**src/rtl/proc_pkg.sv**
```systemverilog
// Shared processor constants: opcode map, instruction field positions,
// NOP encoding, PC width and the fetch/issue state type.
package proc_pkg;

  localparam int PC_W = 12;
  localparam int IW_W = 16;

  localparam logic [3:0] OP_NOT = 4'b0110;
  localparam logic [3:0] OP_CMP = 4'b1000;
  localparam logic [3:0] OP_MOV = 4'b1011;
  localparam logic [3:0] OP_LD  = 4'b1100;
  localparam logic [3:0] OP_ST  = 4'b1101;
  localparam logic [3:0] OP_BT  = 4'b1110;
  localparam logic [3:0] OP_NOP = 4'b1111;

  localparam int OP_LSB = 12;
  localparam int RD_LSB = 8;
  localparam int RA_LSB = 4;
  localparam int RB_LSB = 0;

  localparam logic [IW_W-1:0] NOP_WORD = 16'hF000;

  typedef enum logic [1:0] {
    ST_FILL   = 2'd0,
    ST_RUN    = 2'd1,
    ST_BUBBLE = 2'd2
  } state_t;

  function automatic logic [3:0] f_opcode(input logic [IW_W-1:0] w);
    return w[OP_LSB +: 4];
  endfunction

  function automatic logic [3:0] f_rd(input logic [IW_W-1:0] w);
    return w[RD_LSB +: 4];
  endfunction

  function automatic logic [3:0] f_ra(input logic [IW_W-1:0] w);
    return w[RA_LSB +: 4];
  endfunction

  function automatic logic [3:0] f_rb(input logic [IW_W-1:0] w);
    return w[RB_LSB +: 4];
  endfunction

endpackage

```
**src/rtl/fetch_issue_if.sv**
```systemverilog
// Fetch/issue bus: instruction memory port, downstream controls and the
// issued instruction fields. master = fetch_issue, slave = memory/decoder side.
interface fetch_issue_if;
  import proc_pkg::*;

  logic            stall;
  logic            cmp_flag;
  logic [PC_W-1:0] imem_addr;
  logic [IW_W-1:0] imem_data;
  logic [3:0]      opcode;
  logic [3:0]      rd;
  logic [3:0]      ra;
  logic [3:0]      rb;
  logic [7:0]      imm;
  logic            issue_valid;

  modport master (
    input  stall, cmp_flag, imem_data,
    output imem_addr, opcode, rd, ra, rb, imm, issue_valid
  );

  modport slave (
    output stall, cmp_flag, imem_data,
    input  imem_addr, opcode, rd, ra, rb, imm, issue_valid
  );
endinterface

```
**src/rtl/load_use_detect.sv**
```systemverilog
// Load-use hazard: the issued LD writes a register that the incoming word reads.
module load_use_detect
  import proc_pkg::*;
(
  input  logic [3:0] issued_op,
  input  logic [3:0] issued_rd,
  input  logic [3:0] next_op,
  input  logic [3:0] next_ra,
  input  logic [3:0] next_rb,
  output logic       hazard
);

  logic reads_ra;
  logic reads_rb;

  // Decide which source fields the incoming opcode actually reads.
  always_comb begin
    reads_ra = 1'b1;
    reads_rb = 1'b1;
    case (next_op)
      OP_MOV, OP_BT, OP_NOP: begin
        reads_ra = 1'b0;
        reads_rb = 1'b0;
      end
      OP_NOT, OP_LD: begin
        reads_rb = 1'b0;
      end
      default: begin
        reads_ra = 1'b1;
        reads_rb = 1'b1;
      end
    endcase
    hazard = (issued_op == OP_LD) &&
             ((reads_ra && (next_ra == issued_rd)) ||
              (reads_rb && (next_rb == issued_rd)));
  end

endmodule

```
**src/rtl/fetch_issue.sv**
```systemverilog
// Fetch and issue stage: PC sequencing, taken-branch redirect with one bubble,
// load-use bubble with PC hold, and a downstream stall that freezes everything.
module fetch_issue
  import proc_pkg::*;
(
  input  logic          clk,
  input  logic          rst,
  fetch_issue_if.master bus
);

  state_t          state_r;
  logic [PC_W-1:0] pc_r;
  logic [IW_W-1:0] word_r;
  logic            valid_r;
  logic            hazard;
  logic            taken;

  load_use_detect u_load_use_detect (
    .issued_op (f_opcode(word_r)),
    .issued_rd (f_rd(word_r)),
    .next_op   (f_opcode(bus.imem_data)),
    .next_ra   (f_ra(bus.imem_data)),
    .next_rb   (f_rb(bus.imem_data)),
    .hazard    (hazard)
  );

  // A bubble is never valid, so a BT can only be taken once even across a stall.
  assign taken = valid_r && (f_opcode(word_r) == OP_BT) && bus.cmp_flag;

  // PC, issue register and state; reset beats stall beats branch beats hazard.
  always_ff @(posedge clk) begin
    if (rst) begin
      state_r <= ST_FILL;
      pc_r    <= 12'h000;
      word_r  <= NOP_WORD;
      valid_r <= 1'b0;
    end else if (bus.stall) begin
      state_r <= state_r;
      pc_r    <= pc_r;
      word_r  <= word_r;
      valid_r <= valid_r;
    end else begin
      case (state_r)
        ST_FILL: begin
          state_r <= ST_RUN;
          pc_r    <= 12'h000;
          word_r  <= NOP_WORD;
          valid_r <= 1'b0;
        end
        ST_RUN, ST_BUBBLE: begin
          if (taken) begin
            state_r <= ST_BUBBLE;
            pc_r    <= word_r[PC_W-1:0];
            word_r  <= NOP_WORD;
            valid_r <= 1'b0;
          end else if (hazard) begin
            state_r <= ST_BUBBLE;
            pc_r    <= pc_r;
            word_r  <= NOP_WORD;
            valid_r <= 1'b0;
          end else begin
            state_r <= ST_RUN;
            pc_r    <= pc_r + 12'd1;
            word_r  <= bus.imem_data;
            valid_r <= 1'b1;
          end
        end
        default: begin
          state_r <= ST_FILL;
          pc_r    <= 12'h000;
          word_r  <= NOP_WORD;
          valid_r <= 1'b0;
        end
      endcase
    end
  end

  assign bus.imem_addr   = pc_r;
  assign bus.opcode      = f_opcode(word_r);
  assign bus.rd          = f_rd(word_r);
  assign bus.ra          = f_ra(word_r);
  assign bus.rb          = f_rb(word_r);
  assign bus.imm         = word_r[7:0];
  assign bus.issue_valid = valid_r;

endmodule

```
**src/flat_wrapper.sv**
```systemverilog
// flat-port wrapper written by rule: the top's interface ports become plain ports
module fetch_issue_flat import proc_pkg::*;
  (clk, rst, bus_stall, bus_cmp_flag, bus_imem_data, bus_imem_addr, bus_opcode, bus_rd, bus_ra, bus_rb, bus_imm, bus_issue_valid);
  fetch_issue_if bus_i ();
  input  logic clk;
  input  logic rst;
  input wire logic [$bits(bus_i.stall)-1:0] bus_stall;
  input wire logic [$bits(bus_i.cmp_flag)-1:0] bus_cmp_flag;
  input wire logic [$bits(bus_i.imem_data)-1:0] bus_imem_data;
  output wire logic [$bits(bus_i.imem_addr)-1:0] bus_imem_addr;
  output wire logic [$bits(bus_i.opcode)-1:0] bus_opcode;
  output wire logic [$bits(bus_i.rd)-1:0] bus_rd;
  output wire logic [$bits(bus_i.ra)-1:0] bus_ra;
  output wire logic [$bits(bus_i.rb)-1:0] bus_rb;
  output wire logic [$bits(bus_i.imm)-1:0] bus_imm;
  output wire logic [$bits(bus_i.issue_valid)-1:0] bus_issue_valid;
  assign bus_i.stall = bus_stall;
  assign bus_i.cmp_flag = bus_cmp_flag;
  assign bus_i.imem_data = bus_imem_data;
  assign bus_imem_addr = bus_i.imem_addr;
  assign bus_opcode = bus_i.opcode;
  assign bus_rd = bus_i.rd;
  assign bus_ra = bus_i.ra;
  assign bus_rb = bus_i.rb;
  assign bus_imm = bus_i.imm;
  assign bus_issue_valid = bus_i.issue_valid;
  fetch_issue u_core (.clk(clk), .rst(rst), .bus(bus_i));
endmodule
```
**config.mk**
```make
export PLATFORM = sky130hd
export DESIGN_NAME = fetch_issue_flat
export DESIGN_NICKNAME = d
export VERILOG_FILES = /design/src/rtl/proc_pkg.sv /design/src/rtl/fetch_issue_if.sv /design/src/rtl/load_use_detect.sv /design/src/rtl/fetch_issue.sv /design/src/flat_wrapper.sv
export SDC_FILE = /design/constraint.sdc
export NUM_CORES = 1
export LEC_CHECK = 0
export ABC_AREA = 1
export CAP_MARGIN = 30
export CORE_MARGIN = 2
export CORE_UTILIZATION = 37
export CTS_BUF_LIST = sky130_fd_sc_hd__clkbuf_16
export DETAILED_ROUTE_END_ITERATION = 8
export GPL_ROUTABILITY_DRIVEN = 1
export GPL_TIMING_DRIVEN = 0
export HOLD_SLACK_MARGIN = 0.02
export MAX_ROUTING_LAYER = met4
export PLACE_DENSITY_LB_ADDON = 0.25
export SLEW_MARGIN = 25
export SYNTH_ARGS = -nofsm -noshare
export SYNTH_HDL_FRONTEND = slang
export SYNTH_HIERARCHICAL = 1
export SYNTH_SLANG_ARGS = --single-unit
```
**constraint.sdc**
```tcl
create_clock -name clk -period 1.95 [get_ports clk]
set_input_delay 0.4875 -clock clk [delete_from_list [all_inputs] [get_ports clk]]
set_output_delay 0.4875 -clock clk [all_outputs]
set_load 0.03 [all_outputs]
```
# Word level (Yosys, flattened, before mapping)
# Cells that the tools add are included.
[totals]
out_inout_bits = 37
ff_bits = 31
word_cells = 43
inputBits = 20
[op_classes]
mux = 14
n_eq_ne = 12
bitwise = 1
reduce_logical = 11
addsub = 1
[ops]
columns = ["cell", "count"]
rows = [
  ["$mux 16", 3],
  ["$mux 12", 3],
  ["$eq 4x4->1 const B", 6],
  ["$add 12x1->12 const B", 1],
  ["$eq 4x4->1", 2],
  ["$logic_and 1x1->1", 5],
  ["$mux 1", 5],
  ["$reduce_or 5->1", 1],
  ["$eq 4x3->1 const B", 1],
  ["$mux 2", 2],
  ["$pmux 2 s2", 1],
  ["$ne 3x3->1 const B", 1],
  ["$reduce_or 3->1", 1],
  ["$eq 2x1->1 const B", 1],
  ["$eq 2x2->1 const B", 1],
  ["$logic_not 2->1", 1],
  ["$reduce_and 2->1", 1],
  ["$reduce_or 2->1", 1],
  ["$logic_or 1x1->1", 1],
  ["$not 1->1", 1],
]

# Logic depth before layout (Yosys ltp)
# Gate-level depths: netlist of run 1.
[logic_depth]
ltp_word = 9
ltp_mapped = 14
mapped_depth_nobuf = 14

# By module
# The synthesis of run 1 kept the hierarchy.
[modules_own_cells]
columns = ["mod", "n_inst", "area_per_inst_um2", "cells_per_inst", "seq_area_each_um2"]
rows = [
  ["fetch_issue", 1, 1730.4, 245, 620.6],
  ["load_use_detect", 1, 225.2, 51, 0.0],
]

# Worst setup path after synthesis of run 1
# OpenSTA, ideal clock, no wires.
[synth_path]
path_kind = "register -> register"
from = "register u_core.word_r[8]"
to = "register u_core.pc_r[5], in the netlist u_core/bus.imem_addr[5]"
required_ns = 1.882
slack_ns = 0.208
n_path_buf = 1
setup_ns = 0.068
period_less_slack_ns = 1.742
arrival_time_ns = 1.675
stages_incl_launch_ff = 14
path_cell_list = "dfxtp_1 > inv_2 > nand2_1 > nand2_1 > nor2_2 > nand3_2 > a21oi_2 > nand2_1 > inv_1 > nand2_2 > nand2_1 > buf_2 > nand2_1 > a21oi_2"
[synth_via]
elab_chain_len = 6
word_cells_on_any_way = 8
classes_between = "eq/ne (3); reduce/logical (5)"
[synth_lines]
columns = ["item", "line_no", "text"]
rows = [
  ["start, declared", "fetch_issue.sv:13", "logic [IW_W-1:0] word_r;"],
  ["start signal, assigned", "fetch_issue.sv:40", "word_r <= word_r;"],
  ["start signal, assigned", "fetch_issue.sv:64", "word_r <= bus.imem_data;"],
  ["$eq 4x4->1 (on tied branches)", "load_use_detect.sv:34, load_use_detect.sv:35", ""],
  ["$logic_and 1x1->1 (on tied branches)", "load_use_detect.sv:34, load_use_detect.sv:35", ""],
  ["$logic_or 1x1->1 *", "load_use_detect.sv:34", "((reads_ra && (next_ra == issued_rd)) ||"],
  ["$logic_and 1x1->1 *", "load_use_detect.sv:33", "hazard = (issued_op == OP_LD) &&"],
  ["named net u_core.hazard", "fetch_issue.sv:15", "logic hazard;"],
  ["$ne 3x3->1 (no source line) *", "n/a", ""],
  ["$reduce_and 2->1 (no source line) *", "n/a", ""],
  ["end signal, assigned", "fetch_issue.sv:39", "pc_r <= pc_r;"],
  ["end signal, assigned", "fetch_issue.sv:53", "pc_r <= word_r[PC_W-1:0];"],
  ["end signal, assigned", "fetch_issue.sv:58", "pc_r <= pc_r;"],
  ["end, declared", "fetch_issue.sv:12", "logic [PC_W-1:0] pc_r;"],
]
# The timed path passes the listed nets; every way through them passes the cells marked *.
# A chain may end at the register's enable or synchronous reset.

# Worst setup path after layout of run 1
[layout_path]
from = "register u_core.pc_r[9], in the netlist u_core/bus.imem_addr[9]"
to = "output port bus_imem_addr[9]"
[layout_rtl]
columns = ["item", "line_no", "text"]
rows = [
  ["end, declared", "flat_wrapper.sv:10", "output wire logic [$bits(bus_i.imem_addr)-1:0] bus_imem_addr;"],
]
# No word-level cell between the ends.

==> impl_metrics.json, run 1 <==
{
  "worst_pin_slew_ps": 519,
  "max_stage_delay_ps": 720,
  "post_cts_buffers": 0,
  "synth-xor-area-share_pct": 0.896,
  "grt.busiest_layer": "met2",
  "slew_headroom_pct": 65.4,
  "syn_inst": 296,
  "diodes": 0,
  "tritoncts": "built",
  "worstPathRequired_ps": 1460,
  "yosysSeqAreaShare_pct": 31.7,
  "gp_congestion": 0.838,
  "start_util_pct": 38.3,
  "slowest_stage": "clkdlybuf4s50_1",
  "core_area_sq_um": 5110,
  "finish.instance_area_sq_um": 2790,
  "synth_top_family_by_area": "simple AND/OR/NAND/NOR gates",
  "synth_compound_area_share_pct": 10.7,
  "fmax_ghz": 0.526,
  "synthFlopType": "dfxtp_1",
  "wl_mm": 5.42,
  "grt_pass1_vias": 1837,
  "crit_type": "flip-flop to output pin",
  "fin_cells": 428,
  "fin_worst_skew_ps": 4.48,
  "cp_max_fo": 6,
  "grtUsageMet3_pct": 3.41,
  "critPathCaptureType": "output pin",
  "vias_per_cell": 4.82,
  "avgSynthCellArea_sq_um": 6.61,
  "status": "finished clean",
  "grt_antenna_before_repair": 0,
  "die_w_um": 76.7,
  "ys_ff_latch": 31,
  "dieArea_sq_um": 5880,
  "syn_to_final_growth_pct": 42.6,
  "drv_slew": 0,
  "clkTransAtPathRegs_ps": 50,
  "synth-edff-count": 0,
  "finalHoldViolations": 0,
  "grt_use_met1_pct": 24.0,
  "worst_setup_path_start_kind": "flip-flop",
  "leakage_nw": 1.37,
  "yosys.area_share.simple_pct": 42.6,
  "cp.arrival_ps": 1410,
  "row_count": 26,
  "synth_common_cells": "nand2_1, dfxtp_1, nor2_1",
  "dp.cells": 420,
  "ant_nets": 0,
  "cp_num_buf_inv": 1,
  "cp_cell_sequence": "clkdlybuf4s50_1",
  "via_count": 2062,
  "drtIter0Drc": 128,
  "grt.total_usage_pct": 18.9,
  "power.density_nw_per_um2": 573,
  "drive_gt1_share_pct": 16.2,
  "cts_root_buf": "clkbuf_16",
  "yosys-top-cells-area": "dfxtp_1, nand2_1, nand3_1",
  "grt_max_degree": 11,
  "peakVddDrop_v": 0.000332,
  "cts_buffers": 5,
  "synth_warnings": 6,
  "ios": 57,
  "synth_top_area_cell": "dfxtp_1",
  "final-setup-viol-count": 0,
  "firstDrtPassIters": 4,
  "p_total_mw": 1.60,
  "maxCapViolCount": 0,
  "cts_hold_buf": 0,
  "async_flop_share_pct": 0,
  "grt_pass1_wl_mm": 8.55,
  "ys_types": 30,
  "port_buffers": 54,
  "cts.sinks": 31,
  "period_share_pct": 97.5,
  "die_h_um": 76.7,
  "synth_mux_area_share_pct": 0,
  "dp_hpwl_mm": 3.93,
  "fin_util_pct": 54.6,
  "min_period_ps": 1900,
  "syn-cell-area_sq_um": 1960,
  "gr-usage-met2_pct": 29.2,
  "drcViolationCount": 0,
  "syn_nets": 319,
  "whs_ps": 497,
  "clock_path_buffers": 2,
  "rsz0062_at_grt": "false",
  "synth.most_common_cell": "nand2_1",
  "htree_num_levels": 2,
  "overflow": 0,
  "worstHoldPathType": "flip-flop to flip-flop",
  "finalNetCount": 382,
  "synth-adder-area-share_pct": 1.92,
  "post_dp_cell_area_sq_um": 2580,
  "synth_top_area_share_pct": 31.7,
  "cp_top_family": "buffers and inverters",
  "avgRoutedWirePerCell_um": 12.7,
  "clock_latency_ps": 270
}
## where the power goes
group,switching [mW],total [mW],leakage [nW],internal (mW)
Sequential,0.0155,0.663,0.251,0.648
Clock,0.254,0.706,0.0669,0.452
Combinational,0.134,0.229,1.05,0.0948
## sequential cells by signal, summed over array words and instances, names as in the netlist
name / flops
u_core/bus.imem_addr: 12
u_core/word_r: 16
u_core/state_r: 2
u_core/bus.issue_valid: 1
## final cells by class
class / instances / area [sq um]
plain buffers: 18 / 139
well taps: 70 / 87.6
clock inverters: 1 / 3.75
flip-flops and latches: 31 / 621
fillers: 507 / 2320
multi-input cells: 219 / 1130
repair buffers: 55 / 577
inverters: 29 / 109
clock buffers: 5 / 125
## metal layers
metal	up-vias	part of all wire [%]
met5	-	0
met4	0	2.5
li1	1060	-
met1	933	47
met3	13	4.5
met2	56	46
## layout by cell type (no fill, tap or decap), types with 5 or more instances in the layout
cell type	instances
inv_1	24
dlymetal6s2s_1	14
nand3_1	26
dfxtp_1	31
buf_4	8
dlygate4sd2_1	8
nor2_1	31
clkbuf_16	5
a21oi_1	19
inv_2	6
nand2_2	6
a21oi_2	7
clkdlybuf4s50_1	32
nand2_1	91
nand3_2	8
## per-stage QoR
stage | setup slack (ps) | setup TNS [ps]
2_1_floorplan | 208 | 0
3_3_place_gp | -411 | -8510
3_5_place_dp | -420 | -9130
4_1_cts | 1.34 | 0
5_1_grt | 0.786 | 0
6_report | 48.5 | 0
## cells by family (layout without fill, tap and decap cells)
| group | after synthesis | in the layout |
|---|---|---|
| AND/OR/NAND/NOR | 178 | 179 |
| buffers and inverters | 47 | 108 |
| AO/OA/AOI/OAI | 35 | 35 |
| flip-flops | 31 | 31 |
| adder cells (fa/ha/maj) | 3 | 3 |
| XOR/XNOR | 2 | 2 |
## what timing repair did
action / in CTS / in global routing
pin swaps: 1 / 3
endpoints found under the hold margin: 0 / 0
resized for setup: 13 / 20
cloned: 1 / 1
setup endpoints to repair: 20 / 35
## worst paths after layout
check,from,endpoint,slack [ps],cells after the start
worst max-delay path,u_core/bus.imem_addr[9],bus_imem_addr[9],50,1
worst min-delay path,u_core/word_r[0],u_core/word_r[0],500,2
worst max register to register,u_core/word_r[11],u_core/bus.imem_addr[10],260,13
worst min register to register,u_core/word_r[0],u_core/word_r[0],500,2
No activity file was read; power rests on OpenSTA's default activity.
==> run 2: changes to the inputs <==
- CORE_UTILIZATION: 37 -> 43
- clock period: 1.95 -> 1.7 ns (I/O delays scaled with it)
==> impl_metrics.json, run 2 (synthesized netlist as in run 1, its figures left out) <==
{
  "status": "finished clean",
  "sw_frac_of_total_pct": 26.7,
  "cp_max_fo": 10,
  "die_h_um": 71.4,
  "power.density_nw_per_um2": 653,
  "largest_reg_flops": 16,
  "avgRoutedWirePerCell_um": 13.8,
  "final_cell_mix": "nand2_1, dlygate4sd2_1, dfxtp_1",
  "finalNetCount": 387,
  "core_area_sq_um": 4350,
  "grt.busiest_layer": "met2",
  "power_frac_clock_pct": 45.2,
  "worst_setup_path_start_kind": "input port",
  "crit_type": "input port to flip-flop",
  "cp.arrival_ps": 1780,
  "drtIter0Drc": 204,
  "slowest_stage": "or2_1",
  "period_share_pct": 97.3,
  "fillers": 386,
  "whs_endpoint": "u_core/word_r[12]",
  "seqPwrFrac_pct": 40.4,
  "clkTransAtPathRegs_ps": 50,
  "min_path_cells": 3,
  "startpoint": "bus_imem_data[14]",
  "clock_latency_ps": 280,
  "crit_path_frequent_cell": "nand3_1",
  "dp_hpwl_mm": 3.85,
  "rr_worst_depth": 10,
  "slew_headroom_pct": 59.6,
  "htree_num_levels": 2,
  "cts_buffers": 5,
  "min_period_ps": 1650,
  "dieArea_sq_um": 5100,
  "grt.total_usage_pct": 23.0,
  "finish.instance_area_sq_um": 2860,
  "syn_to_final_growth_pct": 46.1,
  "final-setup-viol-count": 0,
  "post_dp_cell_area_sq_um": 2570,
  "worstPathRequired_ps": 1830,
  "diodes": 0,
  "grt_pass1_vias": 1948,
  "regArea_sq_um": 636,
  "drive_gt1_share_pct": 27.4,
  "start_util_pct": 44.9,
  "fin_worst_skew_ps": 1.45,
  "reg2reg_to": "u_core/word_r[5]",
  "vias_per_cell": 5.15,
  "ant_nets": 0,
  "grt_pass1_wl_mm": 9.07,
  "wl_mm": 5.77,
  "overflow": 0,
  "combPwrFrac_pct": 14.4,
  "via_count": 2147,
  "worst_pin_slew_ps": 606,
  "row_count": 24,
  "critPathCaptureType": "flip-flop",
  "multi_input_area_sq_um": 1220,
  "final_common_cell": "nand2_1",
  "r2r_slack_ps": 60,
  "cts.sinks": 31,
  "internal_power_mw": 1.37,
  "grtUsageMet3_pct": 3.52,
  "clock_path_buffers": 2,
  "gp_congestion": 0.877,
  "rsz0062_at_grt": "true",
  "firstDrtPassIters": 5,
  "grt_use_met1_pct": 30.1,
  "largest_register": "u_core/word_r",
  "dp_slack_ps": -611,
  "drv_slew": 0,
  "cts_root_buf": "clkbuf_16",
  "worstHoldPathType": "input port to flip-flop",
  "p_switching_mw": 0.498,
  "finalHoldViolations": 0,
  "maxCapViolCount": 0,
  "die_w_um": 71.4,
  "cts_hold_buf": 0,
  "peakVddDrop_v": 0.000481,
  "gr-usage-met2_pct": 35.7,
  "ios": 57,
  "max_stage_delay_ps": 250,
  "cp_cell_sequence": "clkdlybuf4s15_1, or2_1, nand3_1, nand3_1, a21oi_2, inv_1, nand2_2, nor2_4, buf_4, nand3_1, a21oi_1",
  "worstHoldStart": "bus_imem_data[12]",
  "port_buffers": 54,
  "grt_antenna_before_repair": 0,
  "fmax_ghz": 0.604,
  "tritoncts": "built",
  "reg2reg_from": "u_core/word_r[11]",
  "tns_ps": 0,
  "leakage_nw": 1.39,
  "grt_max_degree": 12,
  "fin_ws_ps": 45.2,
  "drcViolationCount": 0
}
run 2: cell types whose count changed in the layout (fill, tap and decap cells not counted), moves of 4 or more:
cell             previous run  this run
buf_4                       8        12
clkbuf_2                    0         5
clkdlybuf4s15_1             0         5
clkdlybuf4s50_1            32         4
dfxtp_1                    31        27
dfxtp_4                     0         4
dlygate4sd2_1               8        39
dlymetal6s2s_1             14         1
nand2_1                    91        79
nand2_2                     6        17
nor2_1                     31        23
nor2_2                      1         9
run 2: area by class of cell:
type | instances | area share, %
buffer | 18 | 4.86
clock buffer | 5 | 4.38
clock inverter | 3 | 0.438
inverter | 29 | 3.81
multi-input combinational | 219 | 42.6
sequential | 31 | 22.2
tap | 52 | 2.28
timing repair buffer | 60 | 19.4
run 2: per-layer routing:
metal,wire (um),vias to the layer above
li1,-,1071
met1,2550,983
met2,2760,81
met3,325,12
met4,127,0
met5,0,-
run 2: per-stage QoR:
stage / hold WS (ps) / power [mW] / instances / utilization [%]
after floorplan: 462 / 0.922 / 296 / -
after global placement: 473 / 1.03 / 402 / 58.9
after detailed placement: 483 / 1.03 / 402 / 58.9
after CTS: 469 / 1.86 / 412 / 61.6
after global routing: 475 / 1.93 / 417 / 65.6
final: 429 / 1.87 / 417 / 65.6
run 2: repair_timing:
item / CTS / global route
buffers inserted: 0 / 3
endpoints found under the setup margin: 67 / 28
gates cloned: 2 / 2
pin swaps: 6 / 25
resized for setup: 57 / 54
run 2: worst max path at each step:
stage	to	slack, ps	cells past startpoint
after floorplan	u_core/bus.imem_addr[5]	60	11
final	u_core/word_r[5]	50	11
after detailed placement	u_core/bus.imem_addr[5]	-610	12
after global placement	u_core/bus.imem_addr[11]	-590	12
after global routing	u_core/bus.imem_addr[0]	-30	11
after CTS	u_core/bus.imem_addr[7]	20	12
run 2: power groups by stage:
stage | Sequential (mW) | Combinational, mW | Clock [mW]
floorplan | 0.796 | 0.125 | 0
global placement | 0.775 | 0.255 | 0
detailed placement | 0.775 | 0.258 | 0
CTS | 0.760 | 0.246 | 0.854
global route | 0.757 | 0.291 | 0.880
finish | 0.755 | 0.268 | 0.844
run 2: worst max-delay path, delay by kind of cell:
kind / cells / cell delay (ps)
AO/OA/AOI/OAI: 2 / 240
buffers and inverters: 3 / 440
AND/OR/NAND/NOR: 6 / 670
